$ cat config.mk
export PLATFORM = sky130hd
export DESIGN_NAME = pixel_write_assembler
export DESIGN_NICKNAME = d
export VERILOG_FILES = /design/src/rtl/calc_pkg.sv /design/src/rtl/params_pkg.sv /design/src/rtl/pixel_write_assembler_pkg.sv /design/src/rtl/fb_write_fifo.sv /design/src/rtl/pixel_write_assembler.sv
export SDC_FILE = /design/constraint.sdc
export NUM_CORES = 1
export LEC_CHECK = 0
export ABC_AREA = 1
export CAP_MARGIN = 0
export CORE_AREA = 8 8 143 145
export CTS_CLUSTER_SIZE = 30
export DETAILED_ROUTE_END_ITERATION = 7
export DIE_AREA = 0 0 151 153
export PLACE_DENSITY = 0.49
export RECOVER_POWER = 25
export SKIP_CTS_REPAIR_TIMING = 1
export SLEW_MARGIN = 20
export SYNTH_ARGS = -nofsm -noshare
export SYNTH_HDL_FRONTEND = slang
export SYNTH_SLANG_ARGS = --single-unit
$ cat constraint.sdc
create_clock -name clk -period 2.3 [get_ports clk]
set_input_delay 0.46 -clock clk [delete_from_list [all_inputs] [get_ports clk]]
set_output_delay 0.46 -clock clk [all_outputs]
set_load 0.05 [all_outputs]
$ cat src/rtl/calc_pkg.sv
// Address and lane-select width helpers shared by the display command path.
package calc_pkg;

    function automatic int num_row_address_bits(input int pixel_height);
        return (pixel_height > 1) ? $clog2(pixel_height) : 1;
    endfunction

    function automatic int num_column_address_bits(input int pixel_width);
        return (pixel_width > 1) ? $clog2(pixel_width) : 1;
    endfunction

    function automatic int num_pixelcolorselect_bits(input int bytes_per_pixel);
        return (bytes_per_pixel > 1) ? $clog2(bytes_per_pixel) : 1;
    endfunction

    function automatic int num_fb_addr_bits(input int pixel_height, input int pixel_width);
        return num_row_address_bits(pixel_height) + num_column_address_bits(pixel_width);
    endfunction

endpackage

$ cat src/rtl/params_pkg.sv
// Panel geometry and queue sizing defaults for the display datapath.
package params_pkg;

    localparam int BYTES_PER_PIXEL = 2;
    localparam int PIXEL_HEIGHT    = 64;
    localparam int PIXEL_WIDTH     = 128;
    localparam int FIFO_DEPTH      = 2;

endpackage

$ cat src/rtl/pixel_write_assembler_pkg.sv
// Framebuffer write entry layout at the default panel geometry: address above data.
package pixel_write_assembler_pkg;

    typedef struct packed {
        logic [calc_pkg::num_fb_addr_bits(params_pkg::PIXEL_HEIGHT, params_pkg::PIXEL_WIDTH)-1:0] addr;
        logic [8*params_pkg::BYTES_PER_PIXEL-1:0]                                               data;
    } fb_wr_entry_t;

endpackage

$ cat src/rtl/fb_write_fifo.sv
// Shift-style queue of completed pixels; slot 0 is always the registered head.
module fb_write_fifo #(
    parameter int WIDTH = 8,
    parameter int DEPTH = 2
) (
    input  logic                     clk,
    input  logic                     reset,
    input  logic                     push,
    input  logic                     pop,
    input  logic [WIDTH-1:0]         push_data,
    output logic                     full,
    output logic                     empty,
    output logic [WIDTH-1:0]         head,
    output logic [$clog2(DEPTH):0]   count
);
    localparam int IW = $clog2(DEPTH);

    logic [WIDTH-1:0] mem_r    [DEPTH];
    logic [WIDTH-1:0] mem_next [DEPTH];
    logic [IW:0]      count_r, count_next;
    logic             full_r, empty_r;
    logic             do_pop, do_push;

    // Pop shifts toward the head; a push lands behind the surviving entries.
    always_comb begin
        do_pop     = pop && !empty_r;
        do_push    = push && (!full_r || do_pop);
        mem_next   = mem_r;
        count_next = count_r;
        if (do_pop) begin
            for (int i = 0; i < DEPTH - 1; i++) begin
                mem_next[i] = mem_r[i+1];
            end
            mem_next[DEPTH-1] = '0;
            count_next        = count_r - {{IW{1'b0}}, 1'b1};
        end else begin
            count_next = count_r;
        end
        if (do_push) begin
            mem_next[count_next[IW-1:0]] = push_data;
            count_next                   = count_next + {{IW{1'b0}}, 1'b1};
        end else begin
            count_next = count_next;
        end
    end

    // Queue storage and registered status flags.
    always_ff @(posedge clk) begin
        if (!reset) begin
            for (int i = 0; i < DEPTH; i++) begin
                mem_r[i] <= '0;
            end
            count_r <= '0;
            empty_r <= 1'b1;
            full_r  <= 1'b0;
        end else begin
            mem_r   <= mem_next;
            count_r <= count_next;
            empty_r <= (count_next == '0);
            full_r  <= (count_next == (IW+1)'(DEPTH));
        end
    end

    assign head  = mem_r[0];
    assign full  = full_r;
    assign empty = empty_r;
    assign count = count_r;

endmodule

$ cat src/rtl/pixel_write_assembler.sv
// Collects MSB-first byte strobes into whole pixels and queues them as atomic framebuffer writes.
module pixel_write_assembler
    import pixel_write_assembler_pkg::*;
#(
    parameter int BYTES_PER_PIXEL = params_pkg::BYTES_PER_PIXEL,
    parameter int PIXEL_HEIGHT    = params_pkg::PIXEL_HEIGHT,
    parameter int PIXEL_WIDTH     = params_pkg::PIXEL_WIDTH,
    parameter int FIFO_DEPTH      = params_pkg::FIFO_DEPTH
) (
    input  logic                                                        clk,
    input  logic                                                        reset,
    input  logic [calc_pkg::num_row_address_bits(PIXEL_HEIGHT)-1:0]     row,
    input  logic [calc_pkg::num_column_address_bits(PIXEL_WIDTH)-1:0]   column,
    input  logic [calc_pkg::num_pixelcolorselect_bits(BYTES_PER_PIXEL)-1:0] pixel,
    input  logic [7:0]                                                  data_in,
    input  logic                                                        ram_write_enable,
    input  logic                                                        ram_access_start,
    input  logic                                                        done,
    output logic                                                        fb_wr_valid,
    input  logic                                                        fb_wr_ready,
    output logic [calc_pkg::num_fb_addr_bits(PIXEL_HEIGHT, PIXEL_WIDTH)-1:0] fb_wr_addr,
    output logic [8*BYTES_PER_PIXEL-1:0]                                fb_wr_data,
    output logic                                                        busy,
    output logic                                                        err_overflow,
    output logic                                                        err_partial,
    output logic [15:0]                                                 pixel_count
);
    localparam int AW   = calc_pkg::num_fb_addr_bits(PIXEL_HEIGHT, PIXEL_WIDTH);
    localparam int DW   = 8 * BYTES_PER_PIXEL;
    localparam int CNTW = $clog2(FIFO_DEPTH) + 1;

    logic [BYTES_PER_PIXEL-1:0] mask_r, mask_next;
    logic [DW-1:0]              word_r, word_next;
    logic [AW-1:0]              addr_r, addr_next;
    logic [AW-1:0]              wr_addr;
    logic                       push_cand, part_err;
    logic                       pop_s, push_ok, ovf_s;
    logic                       fifo_full, fifo_empty;
    logic [AW+DW-1:0]           fifo_head;
    logic [CNTW-1:0]            fifo_count, occ_next;
    logic                       busy_r, err_overflow_r, err_partial_r;
    logic [15:0]                pixel_count_r;

    assign wr_addr = {row, column};

    // Lane bookkeeping: start clears first, then the byte, then an end-of-command check.
    always_comb begin
        mask_next = mask_r;
        word_next = word_r;
        addr_next = addr_r;
        push_cand = 1'b0;
        part_err  = 1'b0;
        if (ram_access_start) begin
            mask_next = '0;
        end else begin
            mask_next = mask_r;
        end
        if (ram_write_enable) begin
            if (int'(pixel) >= BYTES_PER_PIXEL) begin
                part_err = 1'b1;
            end else begin
                if ((mask_next != '0) && (wr_addr != addr_r)) begin
                    mask_next = '0;
                    part_err  = 1'b1;
                end else begin
                    mask_next = mask_next;
                end
                word_next[8*int'(pixel) +: 8] = data_in;
                mask_next[pixel]              = 1'b1;
                addr_next                     = wr_addr;
                if (pixel == '0) begin
                    if (&mask_next) begin
                        push_cand = 1'b1;
                    end else begin
                        part_err = 1'b1;
                    end
                    mask_next = '0;
                end else begin
                    push_cand = 1'b0;
                end
            end
        end else begin
            push_cand = 1'b0;
        end
        if (done && (mask_next != '0)) begin
            mask_next = '0;
            part_err  = 1'b1;
        end else begin
            part_err = part_err;
        end
    end

    // A pop frees a slot this cycle, so full-with-pop still accepts the new pixel.
    assign pop_s    = fb_wr_valid && fb_wr_ready;
    assign push_ok  = push_cand && (!fifo_full || pop_s);
    assign ovf_s    = push_cand && fifo_full && !pop_s;
    assign occ_next = fifo_count - {{(CNTW-1){1'b0}}, pop_s} + {{(CNTW-1){1'b0}}, push_ok};

    // Assembly state, sticky errors, accepted-pixel counter and busy flag.
    always_ff @(posedge clk) begin
        if (!reset) begin
            mask_r         <= '0;
            word_r         <= '0;
            addr_r         <= '0;
            busy_r         <= 1'b0;
            err_overflow_r <= 1'b0;
            err_partial_r  <= 1'b0;
            pixel_count_r  <= 16'h0000;
        end else begin
            mask_r         <= mask_next;
            word_r         <= word_next;
            addr_r         <= addr_next;
            busy_r         <= (mask_next != '0) || (occ_next != '0);
            err_overflow_r <= err_overflow_r | ovf_s;
            err_partial_r  <= err_partial_r | part_err;
            if (push_ok && (pixel_count_r != 16'hFFFF)) begin
                pixel_count_r <= pixel_count_r + 16'h0001;
            end else begin
                pixel_count_r <= pixel_count_r;
            end
        end
    end

    fb_write_fifo #(
        .WIDTH (AW + DW),
        .DEPTH (FIFO_DEPTH)
    ) u_fifo (
        .clk       (clk),
        .reset     (reset),
        .push      (push_cand),
        .pop       (fb_wr_ready),
        .push_data ({addr_next, word_next}),
        .full      (fifo_full),
        .empty     (fifo_empty),
        .head      (fifo_head),
        .count     (fifo_count)
    );

    assign fb_wr_valid  = !fifo_empty;
    assign fb_wr_addr   = fifo_head[AW+DW-1:DW];
    assign fb_wr_data   = fifo_head[DW-1:0];
    assign busy         = busy_r;
    assign err_overflow = err_overflow_r;
    assign err_partial  = err_partial_r;
    assign pixel_count  = pixel_count_r;

endmodule

* Yosys cells after proc, flatten, opt, wreduce, memory -nomap -nowiden
Index checks and enable logic that the tools add are counted. W data, S select, Z words.
Cells by class: shift-type cells 2, add/sub/neg operators 6, reduce and logical (&&, ||, !) cells 20, bitwise logic cells 4, magnitude comparators 4, multiplexer cells 26, eq/ne operators 3
Operators with widths (count):
- $mux W58 | 2
- $bwmux W58 | 1
- $neg A4 Y33 | 1
- $shift A8 B33 Y16 const A | 1
- $shiftx A8 B33 Y16 | 1
- $demux W29 S1 | 1
- $mux W29 | 1
- $add A16 B1 Y16 const B | 1
- $bwmux W16 | 1
- $mux W16 | 1
- $mux W2 | 8
- $ne A16 B16 Y1 const B | 1
- $mux W13 | 1
- $ne A13 B13 Y1 | 1
- $logic_and A1 B1 Y1 | 9
- $mux W1 | 9
- $reduce_bool A2 Y1 | 4
- $logic_not A1 Y1 | 3
- $add A2 B1 Y2 | 1
- $add A2 B1 Y2 const B | 1
- $eq A2 B2 Y1 const B | 1
- $ge A2 B2 Y1 const B | 1
- $logic_not A2 Y1 | 1
- $logic_or A1 B1 Y1 | 2
- other kinds (10) | 11
Word-level totals: flip-flop bits (word level) 112, input bits 28

* Longest topological paths before layout
Gate-level depths: netlist of the first run.
depth in word-level cells 14, gate-level depth with buffers 13, mapped depth without buffers 13

* By module
Synthesis of the first run repeated with hierarchy kept, for this count alone.
Unflattened totals: cells, all modules 830, area, all modules 5530.3 um2
By module, submodules not included:
- fb_write_fifo | area each 2861.5 um2, seq. area each 1241.2 um2, times used 1, cells an instance 419
- pixel_write_assembler | area each 2668.8 um2, seq. area each 1001.0 um2, times used 1, cells an instance 411

* Worst setup path before layout of the first run
Ideal clock, no wire load.
path type reg2reg, from register u_fifo.empty_r, in the netlist u_fifo.empty, to register busy_r, in the netlist busy, slack 0.208 ns, period minus slack after synthesis 2.092 ns, data arrival time 1.966 ns, required time 2.174 ns, setup time 0.126 ns, buffers on the path 0, stages on the path, launching flop included 11, cells stage by stage dfxtp_1 > inv_1 > nand2_1 > nand2_1 > nand4_4 > inv_1 > ha_1 > nand2_1 > inv_1 > nor3b_1 > o21ai_0
Between the ends: word-level cells in the longest chain between the ends 7
Ends and longest elaborated chain:
- start, declared | RTL line fb_write_fifo.sv:21 | logic full_r, empty_r;
- start signal, assigned | RTL line fb_write_fifo.sv:59 | empty_r <= (count_next == '0);
- $logic_not A1 Y1 (*) | RTL line pixel_write_assembler.sv:139 | assign fb_wr_valid = !fifo_empty;
- named net fb_wr_valid | RTL line pixel_write_assembler.sv:19 | output logic fb_wr_valid,
- $logic_and A1 B1 Y1 (*) | RTL line pixel_write_assembler.sv:94 | assign pop_s = fb_wr_valid && fb_wr_ready;
- parallel branches: the longest is 2 deep, another holds $sub A2 B1 Y2
- $add A2 B1 Y2 (*) | RTL line pixel_write_assembler.sv:97 | assign occ_next = fifo_count - {{(CNTW-1){1'b0}}, pop_s} + {{(CNTW-1){1'b0}}, push_ok};
- $reduce_bool A2 Y1 (*) | RTL line pixel_write_assembler.sv:113 | busy_r <= (mask_next != '0) || (occ_next != '0);
- $logic_or A1 B1 Y1 (*) | RTL line pixel_write_assembler.sv:113
- end signal, assigned | RTL line pixel_write_assembler.sv:113
- end, declared | RTL line pixel_write_assembler.sv:41 | logic busy_r, err_overflow_r, err_partial_r;
Mark *: on every way through the listed nets, which the timed path passes. A chain may end at the register's enable or synchronous reset.

* Final worst setup path of the first run
from input ram_write_enable, to register u_fifo.mem_r[5] (netlist name)
Between the ends: word-level cells in the longest chain between the ends 3
Ends and longest elaborated chain:
- start, declared | RTL line pixel_write_assembler.sv:16 | input logic ram_write_enable,
- $mux W16 / $mux W1 (equally long branches) | RTL line pixel_write_assembler.sv:58 | if (ram_write_enable) begin
- $bwmux W58 / $logic_and A1 B1 Y1 (equally long branches) | RTL line fb_write_fifo.sv:40, fb_write_fifo.sv:27
- $mux W58 (*) | RTL line fb_write_fifo.sv:39 | if (do_push) begin
- end signal, assigned | RTL line fb_write_fifo.sv:57 | mem_r <= mem_next;
- end, declared | RTL line fb_write_fifo.sv:18 | logic [WIDTH-1:0] mem_r [DEPTH];
Mark *: on every way between the ends. The rest lies on a longest branch, timed or not.

==> results of run 1 <==
## state kept, by name, summed over array words and instances, names as in the netlist
| name | cells |
|---|---|
| u_fifo.head | 29 |
| u_fifo.mem_r | 29 |
| pixel_count | 16 |
| word_r | 16 |
| addr_r | 13 |
| mask_r | 2 |
| u_fifo.count | 2 |
| busy | 1 |
| err_overflow | 1 |
| err_partial | 1 |
| u_fifo.empty | 1 |
| u_fifo.full | 1 |
## cells in the final DEF, fill, tap and decap left out, types with 9 or more instances in the layout
| master | netlist | routed |
|---|---|---|
| o31ai_1 | 28 | 28 |
| o21ai_0 | 72 | 72 |
| mux2i_1 | 18 | 18 |
| nor2_1 | 57 | 57 |
| a21oi_1 | 45 | 45 |
| inv_1 | 85 | 86 |
| buf_4 | 37 | 28 |
| clkbuf_16 | 0 | 9 |
| dfxtp_1 | 112 | 112 |
| nand2_1 | 144 | 143 |
| nor3_1 | 10 | 9 |
| clkdlybuf4s50_1 | 0 | 68 |
| nand3_1 | 19 | 19 |
## per-stage QoR
step	instance area, um^2	utilization, %	hold WS (ns)	setup TNS [ns]
global route	6431	35.21	0.4855	0
floorplan	5204	-	0.4368	0
finish	6431	35.21	0.4624	0
CTS	6432	35.21	0.4679	0
detailed placement	6151	33.67	0.4510	-7.630
global placement	6151	33.67	0.4537	-6.881
## per-layer routing
| metal | global-route usage, % | vias to the layer above |
|---|---|---|
| met3 | 3.041 | 11 |
| met1 | 14.96 | 1940 |
| li1 | - | 2350 |
| met2 | 19.95 | 66 |
| met4 | 3.819 | 0 |
| met5 | 0 | - |
## cell families (layout without fill, tap and decap cells)
group / after synthesis / in the layout / share of synthesized area [%]
multiplexers: 18 / 18 / 3.462
AND/OR/NAND/NOR: 252 / 252 / 20.99
flip-flops: 112 / 112 / 43.09
adder cells (fa/ha/maj): 3 / 3 / 0.7214
buffers and inverters: 152 / 214 / 14.31
AO/OA/AOI/OAI: 153 / 153 / 16.25
XOR/XNOR: 7 / 7 / 1.178
## power by group
part | total (mW) | switching (mW) | internal, mW
logic | 0.431 | 0.272 | 0.159
registers | 2.00 | 0.0194 | 1.98
clock network | 1.53 | 0.781 | 0.753
total | 3.97 | 1.07 | 2.89
## critical path, cell delays in order
cell           delay (ns)
dlygate4sd3_1        0.60
inv_2                0.07
nor2_4               0.09
clkbuf_1             0.66
mux2i_1              0.32
nor2_1               0.09
nand2_1              0.07
o31ai_1              0.06
## how the worst max path moves through the flow
stage | from | to | slack, ns
global route | ram_write_enable | u_fifo.mem_r[4]$_SDFF_PN0_ | 0.009
floorplan | u_fifo.empty$_SDFF_PN1_ | busy$_SDFF_PN0_ | 0.21
finish | ram_write_enable | u_fifo.mem_r[5]$_SDFF_PN0_ | 0.12
global placement | row[2] | busy$_SDFF_PN0_ | -0.14
detailed placement | row[2] | busy$_SDFF_PN0_ | -0.18
CTS | pixel_count[0]$_SDFFE_PN0P_ | pixel_count[0] | 0.16
## area by class of cell
cell class                      instances  area [um^2]  share of cell area [%]
Sequential cell                       112         2242                   34.86
Clock inverter                          6        52.55                  0.8171
Clock buffer                           10        229.0                   3.560
Timing Repair Buffer                  110         1060                   16.48
Multi-Input combinational cell        433         2225                   34.59
Tap cell                              234        292.8                   4.553
Inverter                               88        330.3                   5.136
==> impl_metrics.toml, run 1 <==
[outcome]
status = "complete, no violations"

[clocking]
clock_tree.root_cell = "clkbuf_16"
cts_tree = "built"
clock_latency_ns = 0.36
htree_levels = 3
clk_pin_slew_ns = 0.08
clockBufferDepth = 2
clock_sinks = 112
numCtsBuffers = 9

[sta]
report.final.slew_viol_count = 0
period_needed_ns = 2.181
rsz0062_at_grt = "no"
min_period_over_period_pct = 94.81
clock_skew_ns = 0.01269
finalHoldViolCount = 0
finalSetupViolCount = 0
fmax_mhz = 458.6
slew_headroom_pct = 42.24
timing.final.ws_setup_ns = 0.1194
worstMarginPinSlew_ns = 0.8663

[placed_design]
dp_cells = 977
place.gp.congestion = 0.7617
dp_hpwl_mm = 9.574
pre_cts_ws_ns = -0.1786
io_buffers = 76

[job]
cap_viol_max_count = 0

[yosys]
ys.warnings.count = 0
synth-async-reset-ratio_pct = 0
synthesis.nets = 728
avgSynthCellArea_um2 = 7.466
syn-cell-area_um2 = 5204
netlist_top_cells_count = "nand2_1, dfxtp_1, inv_1, o21ai_0, nor2_1"
yosysUniqueCellTypes = 33
synth_top_area_cell = "dfxtp_1"
synthFlopType = "dfxtp_1"
yosysTopAreaCellShare_pct = 43.09
ys_seq_area_share_pct = 43.09
synth_area_leaders = "dfxtp_1, nand2_1, o21ai_0, inv_1, buf_4"
yosysMostFrequentCell = "nand2_1"
synth_enable_flop_cells = 0
ys_seq_elements = 112
netlist_instances = 697

[setup_path]
end_kind = "flop"
path_max_fanout = 11
cp-start-kind = "primary input"
reg2reg_slack_ns = 0.25
crit_arrival_ns = 2.43
worst_ep_required_time_ns = 2.54
r2r_end = "pixel_count[1]$_SDFFE_PN0P_"
reg2regPathDepth = 11
crit_type = "in2reg"
r2r-start = "pixel_count[0]$_SDFFE_PN0P_"

[min_path]
hold_path_startpoint = "u_fifo.mem_r[17]$_SDFF_PN0_"
hold_class = "reg2reg"
hold_path_depth = 2
min_to = "u_fifo.mem_r[17]$_SDFF_PN0_"

[routing]
met1Wirelength_mm = 6.475
drt_wl_total_mm = 13.55
post-route-drc-count = 0
viasPerCell = 4.398
ant_nets = 0
top_layer = "met4"
met2WireLength_mm = 6.359
wl_met3_um = 534
drt-pass1-iter-count = 4
drtIter0Drc = 217
vias = 4367
wl_per_cell_um = 13.64

[global_routing]
grt_start_max_net_pins = 42
grt_pass1_vias = 4198
grt_pass1_wl_mm = 22.08
grt.total_usage_pct = 12.07
overflow = 0
antenna_found_initial = 0

[floorplan]
ioPinCount = 77
rows = 50
die_w_um = 151
initial_core_util_pct = 28.49
dieArea_um2 = 23100
coreArea_um2 = 18270
die_h_um = 153

[finish]
syn_to_final_growth_pct = 23.59
nets = 785
drive_above_1_share_pct = 8.564
antenna_cells = 0
final_cells = 993
fill_cells = 1957

[power]
power.total_mw = 3.967
peakVddDrop_mv = 0.3761
p_leak_nw = 2.549
power-per-cell-area_nw_per_um2 = 616.8
No activity file was read; power rests on OpenSTA's default activity.
==> run 2: changes to the inputs <==
Settings changed: CORE_AREA 8 8 143 145 to 10 10 145 147, DIE_AREA 0 0 151 153 to 0 0 155 157.
==> impl_metrics.toml, run 2 (synthesis gave the netlist of run 1 again) <==
[outcome]
status = "complete, no violations"

[sta]
period_needed_ns = 2.133
hold-worst-slack_ns = 0.4628
fmax_mhz = 468.8
rsz0062_at_grt = "no"
report.final.slew_viol_count = 0
worstMarginPinSlew_ns = 0.5744
slew_headroom_pct = 61.59
finalSetupViolCount = 0
finalHoldViolCount = 0
clock_skew_ns = 0.01370
min_period_over_period_pct = 92.74

[finish]
nets = 785
final_common_cell = "nand2_1"
fill_cells = 1945
antenna_cells = 0
final_cells = 993
design_area_um2 = 6466
drive_above_1_share_pct = 8.564
syn_to_final_growth_pct = 24.26
layout_common_cells = "nand2_1, dfxtp_1, inv_1"
multi_input_area_um2 = 2215
ff_latch_area_um2 = 2242

[setup_path]
cp-start-kind = "primary input"
crit_type = "in2reg"
path_max_fanout = 4
startpoint = "row[4]"
crit_arrival_ns = 2.38
worst_ep_required_time_ns = 2.54
end_kind = "flop"
reg2reg_slack_ns = 0.38
r2r-start = "pixel_count[3]$_SDFFE_PN0P_"

[clocking]
clock_sinks = 112
clk_pin_slew_ns = 0.08
numCtsBuffers = 9
clock_tree.root_cell = "clkbuf_16"
cts_tree = "built"
clock_latency_ns = 0.36
clockBufferDepth = 2
htree_levels = 3

[routing]
drt-pass1-iter-count = 4
post-route-drc-count = 0
drtIter0Drc = 242
ant_nets = 0
wl_per_cell_um = 13.77
vias = 4418
viasPerCell = 4.449
drt_wl_total_mm = 13.67

[placed_design]
dp_hpwl_mm = 9.711
dp_cells = 977
place.gp.congestion = 0.7726
io_buffers = 76
placed_area_um2 = 6176

[global_routing]
grt.total_usage_pct = 11.51
antenna_found_initial = 0
overflow = 0
grt_start_max_net_pins = 38
grt_pass1_wl_mm = 22.51
grt_pass1_vias = 4232

[floorplan]
rows = 50
die_w_um = 155
initial_core_util_pct = 28.39
ioPinCount = 77
dieArea_um2 = 24340
die_h_um = 157
coreArea_um2 = 18330

[min_path]
hold_path_startpoint = "u_fifo.mem_r[18]$_SDFF_PN0_"
hold_class = "reg2reg"

[power]
peakVddDrop_mv = 0.3777
power-per-cell-area_nw_per_um2 = 621.5
p_leak_nw = 2.571

[job]
cap_viol_max_count = 0
run 2: cell count changes in the layout (fill, tap and decap cells not counted), moves of 2 or more:
cell / previous run / this run
buf_12: 4 / 6
clkbuf_1: 2 / 0
nor2_1: 57 / 59
buf_4: 28 / 26
inv_8: 1 / 3
run 2: worst paths after layout:
path,end,cells after the start
worst max-delay path,pixel_count[15]$_SDFFE_PN0P_,11
worst min-delay path,u_fifo.mem_r[18]$_SDFF_PN0_,2
worst max register to register,pixel_count[1]$_SDFFE_PN0P_,10
worst min register to register,u_fifo.mem_r[18]$_SDFF_PN0_,2
run 2: critical path: stages:
cell and delay, ns:
clkdlybuf4s50_1 0.50, inv_1 0.06, nand2_1 0.06, nand4_1 0.10, nor2_1 0.28, clkbuf_4 0.21, nand4_1 0.09, nor2_1 0.24
nand3_1 0.22, nand2_1 0.10, a21oi_1 0.06
run 2: per-stage QoR:
stage	setup slack (ns)	setup TNS (ns)	utilization (%)	power, mW
2_1_floorplan	0.2080	0	-	2.300
3_3_place_gp	-0.1553	-8.210	33.69	2.488
3_5_place_dp	-0.1877	-9.341	33.69	2.487
4_1_cts	0.1656	0	35.32	4.091
5_1_grt	0.01127	0	35.28	4.211
6_report	0.1670	0	35.28	4.019
run 2: routing by layer:
metal  part of all wire, %  routed length, um  track usage, %  up-vias
met2                    46               6277           18.50       72
met5                     0                  0               0        -
met1                    49               6650           14.73     1990
met3                   3.8                515           2.347       15
li1                      -                  -               -     2341
met4                   1.7                230           4.633        0
run 2: area by class of cell:
type	count	share of cell area, %
inverter	88	5.108
clock inverter	6	0.9094
tap	234	4.528
multi-input combinational	433	34.25
clock buffer	10	3.696
timing repair buffer	110	16.83
sequential	112	34.67
run 2: power breakdown:
group / switching [mW] / internal (mW)
combinational: 0.269 / 0.161
clock: 0.793 / 0.793
sequential: 0.0201 / 1.98
total: 1.08 / 2.94
